===== src/rtl/ram_arbiter_if.sv =====
// ram_arbiter_if
//   Groups the two requester handshakes and the single-port RAM bus of the
//   two-way RAM arbiter into one bundle.
//
//   Requester side : req0/1, rw0/1, addr0/1, din0/1   (into the arbiter)
//                    gnt0/1, done0/1, dout0/1         (out of the arbiter)
//   RAM side       : ram_cs, ram_rw, ram_addr, ram_din (out of the arbiter)
//                    ram_dout                          (into the arbiter)
//
//   slave  : the arbiter itself
//   master : the environment (requesters plus RAM model)
interface ram_arbiter_if #(
  parameter int addr_size = 10,
  parameter int data_size = 8
);
  logic                 req0;
  logic                 req1;
  logic                 rw0;
  logic                 rw1;
  logic [addr_size-1:0] addr0;
  logic [addr_size-1:0] addr1;
  logic [data_size-1:0] din0;
  logic [data_size-1:0] din1;

  logic                 gnt0;
  logic                 gnt1;
  logic                 done0;
  logic                 done1;
  logic [data_size-1:0] dout0;
  logic [data_size-1:0] dout1;

  logic                 ram_cs;
  logic                 ram_rw;
  logic [addr_size-1:0] ram_addr;
  logic [data_size-1:0] ram_din;
  logic [data_size-1:0] ram_dout;

  modport slave (
    input  req0, req1, rw0, rw1, addr0, addr1, din0, din1, ram_dout,
    output gnt0, gnt1, done0, done1, dout0, dout1,
           ram_cs, ram_rw, ram_addr, ram_din
  );

  modport master (
    output req0, req1, rw0, rw1, addr0, addr1, din0, din1, ram_dout,
    input  gnt0, gnt1, done0, done1, dout0, dout1,
           ram_cs, ram_rw, ram_addr, ram_din
  );
endinterface


===== src/rtl/ram_arbiter.sv =====
// ram_arbiter
//   Arbitrates two requesters onto one single-port RAM. Each transaction
//   takes three cycles: IDLE (pick winner, latch its command), ACCESS
//   (drive the RAM, grant pulse), RESP (capture read data), after which a
//   one-cycle done pulse appears while the FSM is back in IDLE and can
//   already start the next transaction.
//
//   Ports:
//     clk    : system clock, all state changes on the rising edge
//     rst_n  : synchronous active-low reset
//     bus    : ram_arbiter_if.slave, requester handshakes and RAM bus
//
//   state  | meaning
//   -------+-----------------------------------------------------------
//   IDLE   | waiting; an eligible request is latched and wins the slot
//   ACCESS | ram_cs high, latched command on the RAM bus, gnt to winner
//   RESP   | RAM read data valid; captured into the winner's dout
module ram_arbiter #(
  parameter int addr_size = 10,
  parameter int data_size = 8
) (
  input  logic         clk,
  input  logic         rst_n,
  ram_arbiter_if.slave bus
);

  typedef enum logic [1:0] {
    IDLE   = 2'd0,
    ACCESS = 2'd1,
    RESP   = 2'd2
  } state_t;

  state_t               state;
  state_t               state_nxt;

  // win_q: requester owning the current transaction (0 or 1)
  logic                 win_q;
  // last_grant: requester served most recently; resets to 1 so that
  // requester 0 wins the first contention
  logic                 last_grant;
  logic                 rw_q;
  logic [addr_size-1:0] addr_q;
  logic [data_size-1:0] din_q;

  logic                 done0_q;
  logic                 done1_q;
  logic [data_size-1:0] dout0_q;
  logic [data_size-1:0] dout1_q;

  logic                 elig0;
  logic                 elig1;
  logic                 take;
  logic                 pick;
  logic                 access;

  // A requester that is seeing its own done pulse is not eligible, even if
  // it still holds req high; this lets the other side in on back-to-back.
  always_comb begin
    elig0 = bus.req0 & ~done0_q;
    elig1 = bus.req1 & ~done1_q;
  end

  always_ff @(posedge clk) begin
    if (!rst_n) begin
      state <= IDLE;
    end else begin
      state <= state_nxt;
    end
  end

  always_comb begin
    state_nxt = state;
    take      = 1'b0;
    pick      = win_q;
    case (state)
      IDLE: begin
        if (elig0 || elig1) begin
          take      = 1'b1;
          state_nxt = ACCESS;
          if (elig0 && elig1) begin
            // round-robin: the side not served last wins
            pick = ~last_grant;
          end else begin
            pick = elig1;
          end
        end
      end
      ACCESS: state_nxt = RESP;
      RESP:   state_nxt = IDLE;
      default: state_nxt = IDLE;
    endcase
  end

  // Command latch. Captured only on the IDLE sampling edge so later changes
  // on the requester inputs cannot disturb a transaction in flight. The
  // address and data keep their last values outside ACCESS.
  always_ff @(posedge clk) begin
    if (!rst_n) begin
      win_q  <= 1'b0;
      rw_q   <= 1'b0;
      addr_q <= '0;
      din_q  <= '0;
    end else if (take) begin
      win_q  <= pick;
      rw_q   <= pick ? bus.rw1   : bus.rw0;
      addr_q <= pick ? bus.addr1 : bus.addr0;
      din_q  <= pick ? bus.din1  : bus.din0;
    end
  end

  // Completion. Reset clears everything, so a transaction caught in ACCESS
  // or RESP never reports done and never updates dout.
  always_ff @(posedge clk) begin
    if (!rst_n) begin
      done0_q    <= 1'b0;
      done1_q    <= 1'b0;
      dout0_q    <= '0;
      dout1_q    <= '0;
      last_grant <= 1'b1;
    end else begin
      done0_q <= (state == RESP) && !win_q;
      done1_q <= (state == RESP) &&  win_q;
      if (state == RESP) begin
        last_grant <= win_q;
        if (!rw_q) begin
          if (win_q) begin
            dout1_q <= bus.ram_dout;
          end else begin
            dout0_q <= bus.ram_dout;
          end
        end
      end
    end
  end

  assign access = (state == ACCESS);

  assign bus.ram_cs   = access;
  assign bus.ram_rw   = access & rw_q;
  assign bus.ram_addr = addr_q;
  assign bus.ram_din  = din_q;

  assign bus.gnt0  = access & ~win_q;
  assign bus.gnt1  = access &  win_q;
  assign bus.done0 = done0_q;
  assign bus.done1 = done1_q;
  assign bus.dout0 = dout0_q;
  assign bus.dout1 = dout1_q;

endmodule


===== src/flat_wrapper.sv =====
// flat-port wrapper written by rule: the top's interface ports become plain ports
module ram_arbiter_flat 
#(
  parameter int addr_size = 10,
  parameter int data_size = 8
)
  (clk, rst_n, bus_req0, bus_req1, bus_rw0, bus_rw1, bus_addr0, bus_addr1, bus_din0, bus_din1, bus_ram_dout, bus_gnt0, bus_gnt1, bus_done0, bus_done1, bus_dout0, bus_dout1, bus_ram_cs, bus_ram_rw, bus_ram_addr, bus_ram_din);
  ram_arbiter_if #(.addr_size(addr_size), .data_size(data_size)) bus_i ();
  input  logic clk;
  input  logic rst_n;
  input wire logic [$bits(bus_i.req0)-1:0] bus_req0;
  input wire logic [$bits(bus_i.req1)-1:0] bus_req1;
  input wire logic [$bits(bus_i.rw0)-1:0] bus_rw0;
  input wire logic [$bits(bus_i.rw1)-1:0] bus_rw1;
  input wire logic [$bits(bus_i.addr0)-1:0] bus_addr0;
  input wire logic [$bits(bus_i.addr1)-1:0] bus_addr1;
  input wire logic [$bits(bus_i.din0)-1:0] bus_din0;
  input wire logic [$bits(bus_i.din1)-1:0] bus_din1;
  input wire logic [$bits(bus_i.ram_dout)-1:0] bus_ram_dout;
  output wire logic [$bits(bus_i.gnt0)-1:0] bus_gnt0;
  output wire logic [$bits(bus_i.gnt1)-1:0] bus_gnt1;
  output wire logic [$bits(bus_i.done0)-1:0] bus_done0;
  output wire logic [$bits(bus_i.done1)-1:0] bus_done1;
  output wire logic [$bits(bus_i.dout0)-1:0] bus_dout0;
  output wire logic [$bits(bus_i.dout1)-1:0] bus_dout1;
  output wire logic [$bits(bus_i.ram_cs)-1:0] bus_ram_cs;
  output wire logic [$bits(bus_i.ram_rw)-1:0] bus_ram_rw;
  output wire logic [$bits(bus_i.ram_addr)-1:0] bus_ram_addr;
  output wire logic [$bits(bus_i.ram_din)-1:0] bus_ram_din;
  assign bus_i.req0 = bus_req0;
  assign bus_i.req1 = bus_req1;
  assign bus_i.rw0 = bus_rw0;
  assign bus_i.rw1 = bus_rw1;
  assign bus_i.addr0 = bus_addr0;
  assign bus_i.addr1 = bus_addr1;
  assign bus_i.din0 = bus_din0;
  assign bus_i.din1 = bus_din1;
  assign bus_i.ram_dout = bus_ram_dout;
  assign bus_gnt0 = bus_i.gnt0;
  assign bus_gnt1 = bus_i.gnt1;
  assign bus_done0 = bus_i.done0;
  assign bus_done1 = bus_i.done1;
  assign bus_dout0 = bus_i.dout0;
  assign bus_dout1 = bus_i.dout1;
  assign bus_ram_cs = bus_i.ram_cs;
  assign bus_ram_rw = bus_i.ram_rw;
  assign bus_ram_addr = bus_i.ram_addr;
  assign bus_ram_din = bus_i.ram_din;
  ram_arbiter #(.addr_size(addr_size), .data_size(data_size)) u_core (.clk(clk), .rst_n(rst_n), .bus(bus_i));
endmodule

===== config.mk =====
export PLATFORM = sky130hd
export DESIGN_NAME = ram_arbiter_flat
export DESIGN_NICKNAME = d
export VERILOG_FILES = /design/src/rtl/ram_arbiter_if.sv /design/src/rtl/ram_arbiter.sv /design/src/flat_wrapper.sv
export SDC_FILE = /design/constraint.sdc
export NUM_CORES = 1
export LEC_CHECK = 0
export CAP_MARGIN = 20
export CORE_UTILIZATION = 45
export CTS_BUF_LIST = sky130_fd_sc_hd__clkbuf_8
export DETAILED_ROUTE_END_ITERATION = 8
export HOLD_SLACK_MARGIN = 0.03
export PLACE_DENSITY = 0.87
export SLEW_MARGIN = 25
export SYNTH_ARGS = -nofsm -noshare
export SYNTH_HDL_FRONTEND = slang
export SYNTH_SLANG_ARGS = --single-unit

===== constraint.sdc =====
create_clock -name clk -period 5.4 [get_ports clk]
set_clock_uncertainty 0.1 [all_clocks]
set_input_delay 1.62 -clock clk [delete_from_list [all_inputs] [get_ports clk]]
set_output_delay 1.62 -clock clk [all_outputs]
set_load 0.01 [all_outputs]

After elaboration in Yosys (flattened, before gate mapping)
Index checks and enable logic that the tools add are counted.

Reduce and logical (&&, ||, !) cells: 8. Eq/ne operators: 3. Bitwise gates (word level): 10. Multiplexer cells: 10.

Operators by type and width (count): 10-bit 2-to-1 mux (1); 8-bit 2-to-1 mux (1); 1-bit 2-to-1 mux (6); 3-bit AND reduction (2); 1-bit AND (5); 1-bit inverter (5); 2-bit case mux with 2 select lines (1); 1-bit logical AND (3); 2-bit by 1-bit == test with 1-bit output (second input constant) (1); 2-bit == test (second input constant) (1); 2-bit zero test (1); 2-bit 2-to-1 mux (1); 2-bit by 1-bit inequality test with 1-bit output (second input constant) (1); 1-bit zero test (1); 1-bit logical OR (1).

Bits in registers: 41.

Depth between registers and ports, before layout
Depth after elaboration: 7. Mapped depth: 5. Depth with buffers taken out: 3.

Worst setup path after synthesis
No wires, ideal clock.

Kind: input to register. Start: input port bus_req0. End: register u_core.addr_q[9], in the netlist u_core.bus.ram_addr[9]. Slack: 2.533 ns. Cell stages on the path: 5. Buffers on the path: 2. Arrival time: 2.618 ns. Data required time: 5.151 ns. Path through: nor2b_1 -> buf_2 -> clkbuf_1 -> a2111oi_0 -> a2111oi_2.

Longest elaborated chain between the ends: 6.

Ends and longest elaborated chain: start: declaration (line flat_wrapper.sv:11) `input wire logic [$bits(bus_i.req0)-1:0] bus_req0;`; 1-bit AND (*) (line ram_arbiter.sv:59) `elig0 = bus.req0 & ~done0_q;`; 1-bit logical AND (line ram_arbiter.sv:80) `if (elig0 && elig1) begin`; 1-bit 2-to-1 mux (line ram_arbiter.sv:80); 1-bit 2-to-1 mux (line ram_arbiter.sv:77) `if (elig0 || elig1) begin`; 1-bit 2-to-1 mux (line ram_arbiter.sv:75) `case (state)`; 10-bit 2-to-1 mux (line ram_arbiter.sv:106) `addr_q <= pick ? bus.addr1 : bus.addr0;`; end signal: assignment (line ram_arbiter.sv:106); end: declaration (line ram_arbiter.sv:42) `logic [addr_size-1:0] addr_q;`.

Every way passes the cells marked *; elsewhere a longest branch is shown, timed or not. A chain may end at the register's enable or synchronous reset.

Worst setup path after layout
Start: input port bus_req1. End: register u_core.addr_q[2], in the netlist u_core.bus.ram_addr[2].

Longest elaborated chain between the ends: 6.

Ends and longest elaborated chain: start: declaration (line flat_wrapper.sv:12) `input wire logic [$bits(bus_i.req1)-1:0] bus_req1;`; 1-bit AND (*) (line ram_arbiter.sv:60) `elig1 = bus.req1 & ~done1_q;`; 1-bit logical AND (line ram_arbiter.sv:80); 1-bit 2-to-1 mux (line ram_arbiter.sv:80); 1-bit 2-to-1 mux (line ram_arbiter.sv:77); 1-bit 2-to-1 mux (line ram_arbiter.sv:75); 10-bit 2-to-1 mux (line ram_arbiter.sv:106).

Marks and branches as above.

==> flow_metrics.env <==
export IMPL_outcome="finished, final reports clean"
export IMPL_grt_pass1_vias=1764
export IMPL_synthFlopType="dfxtp_1"
export IMPL_fp_dieH_um=67.1
export IMPL_min_path_type="flop to flop"
export IMPL_hold_slack_ns=0.356
export IMPL_grt_overflow_total=0
export IMPL_synth_cell_types=24
export IMPL_p_sw_uw=200
export IMPL_synth_edf_count=0
export IMPL_cts_sinks=41
export IMPL_start_kind="primary input"
export IMPL_num_rows=23
export IMPL_clockBufferDepth=2
export IMPL_num_vias=1789
export IMPL_place_congestion=0.804
export IMPL_critPathMaxFanout=21
export IMPL_period_share_pct=66.3
export IMPL_ant_nets=0
export IMPL_synth_top_area_share_pct=43.0
export IMPL_ios=90
export IMPL_grt_antenna_before_repair=0
export IMPL_wl_per_cell_um=15.6
export IMPL_drive_gt1_share_pct=11.1
export IMPL_areaGrowthSynthToFinish_pct=50.3
export IMPL_grt_max_degree=37
export IMPL_htreeDepth=2
export IMPL_cts_hold_buf=0
export IMPL_fin_crit_ns=3.58
export IMPL_clkTransAtPathRegs_ns=0.07
export IMPL_firstDrtPassIters=4
export IMPL_vias_per_cell=5.44
export IMPL_syn_cell_area_um2=1910
export IMPL_syn_nets=251
export IMPL_synthTopCellsByCount="41 x dfxtp_1, 20 x a2111oi_0, 20 x inv_1"
export IMPL_power_share_clock_pct=26.3
export IMPL_post_cts_resized=0
export IMPL_p_per_area_nw_per_um2=248
export IMPL_cts_setup_buffers=0
export IMPL_critical_path_endpoint_type="flop"
export IMPL_drc_errors=0
export IMPL_synth_area_leader_cell="dfxtp_1"
export IMPL_yosys_warnings=0
export IMPL_coreArea_um2=4030
export IMPL_synth_area_top_cells="dfxtp_1 43%, a2111oi_2 14%, a2111oi_0 9.2%"
export IMPL_die_w_um=67.1
export IMPL_max_slew_margin_pct=32.7
export IMPL_ys_seq_elements=41
export IMPL_finalHoldViolCount=0
export IMPL_grt_setup_unrepaired="false"
export IMPL_ir_drop_mv=0.190
export IMPL_cts_tree="built"
export IMPL_grt_first_pass_wirelength_um=7760
export IMPL_arrival_ns=3.61
export IMPL_cts_buffers=5
export IMPL_avgSynthCellArea_um2=9.50
export IMPL_required_ns=5.43
export IMPL_setup_viol=0
export IMPL_drt_iter0_markers=219
export IMPL_syn_inst=201
export IMPL_synth_most_common_cell="dfxtp_1"
export IMPL_design_die_area_um2=4510
export IMPL_initial_core_util_pct=47.4
export IMPL_yosysSeqAreaShare_pct=43.0
export IMPL_swShare_pct=28.2
export IMPL_async_flop_share_pct=0
export IMPL_cts_root_buf="clkbuf_8"
export IMPL_numPortBuffers=89
export IMPL_worstSkewPairLatency_ns=0.29
export IMPL_comb_power_share_pct=25.5
export IMPL_hpwl_um=3660
export IMPL_max_freq_mhz=280
export IMPL_path_class="primary input to flop"
export IMPL_cellLeakagePower_uw=0.000952
export IMPL_nNetsFinal=330
export IMPL_slew_viol_final=0
export IMPL_worstMarginPinSlew_ns=1.01
export IMPL_wirelength_um=5150
export IMPL_diodes=0
export IMPL_power_frac_seq_pct=48.2
export IMPL_p_int_uw=511
export IMPL_maxCapViolations=0
export IMPL_grt_util_all_layers_pct=23.6
export IMPL_fin_tns_setup_ns=0
## worst max-delay path: stages
cell and delay (ns):
clkdlybuf4s50_1 0.43, nand2b_1 0.43, a21o_1 0.88, a2111oi_0 0.24
## layer usage
metal	wire, µm	up-vias	global-route usage (%)	part of all wire, %
met5	0	-	0	0
met4	104	0	11.2	2.0
met3	540	11	9.63	10
met2	2470	78	41.3	48
met1	2030	808	24.3	40
li1	-	892	-	-
## power by group through the flow
stage	combinational (µW)	clock (µW)	sequential (µW)
global route	196	199	345
detailed placement	182	0	349
finish	182	187	342
CTS	183	190	342
global placement	178	0	349
floorplan	87.3	0	354
## through the flow
step	power, µW	util [%]	setup WS [ns]	std cells	cell area (µm²)
6_report	711	71.2	1.82	329	2870
5_1_grt	741	71.2	1.60	329	2870
4_1_cts	715	71.1	1.83	329	2870
3_5_place_dp	531	69.3	1.51	323	2790
3_3_place_gp	527	69.3	1.56	323	2790
2_1_floorplan	441	-	2.53	201	1910
## final cells by class
class	count	area (µm²)
Multi-Input combinational cell	120	927
Clock inverter	1	5.00
Timing Repair Buffer	91	906
Clock buffer	5	68.8
Sequential cell	41	821
Tap cell	50	62.6
Fill cell	337	1160
Inverter	21	78.8
## final timing paths
path / slack [ns] / end / start / cells after the start
setup / recovery: 1.82 / u_core.bus.ram_addr[2]$_SDFFE_PN0P_ / bus_req1 / 4
hold / removal: 0.36 / u_core.bus.dout0[4]$_SDFFE_PN0P_ / u_core.bus.dout0[4]$_SDFFE_PN0P_ / 2
setup reg to reg: 3.13 / u_core.bus.ram_addr[2]$_SDFFE_PN0P_ / u_core.state[0]$_SDFFE_PN0P_ / 3
hold reg to reg: 0.36 / u_core.bus.dout0[4]$_SDFFE_PN0P_ / u_core.bus.dout0[4]$_SDFFE_PN0P_ / 2
## flip-flops by register name, summed over array words and instances, names as in the netlist
| name | count |
|---|---|
| u_core.bus.done0 | 1 |
| u_core.bus.done1 | 1 |
| u_core.bus.dout0 | 8 |
| u_core.bus.dout1 | 8 |
| u_core.bus.ram_addr | 10 |
| u_core.bus.ram_din | 8 |
| u_core.last_grant | 1 |
| u_core.rw_q | 1 |
| u_core.state | 2 |
| u_core.win_q | 1 |
## cell families after synthesis
family,Yosys count,share of synthesized area [%]
simple gates,62,16.8
compound gates,49,26.3
flops,41,43.0
buf+inv,40,9.17
mux,9,4.72
## cell usage in the layout (no fill, tap or decap), drive strengths merged, types with 2 or more instances in the layout
master,n
dfxtp,41
nand2b,2
buf,2
nor2,9
nand2,17
and2,4
and3,2
or4b,2
clkdlybuf4s50,89
inv,21
nor2b,3
nor3,19
a21oi,9
mux2i,9
a2111oi,38
clkbuf,5
Power figures use the tool's default switching activity.
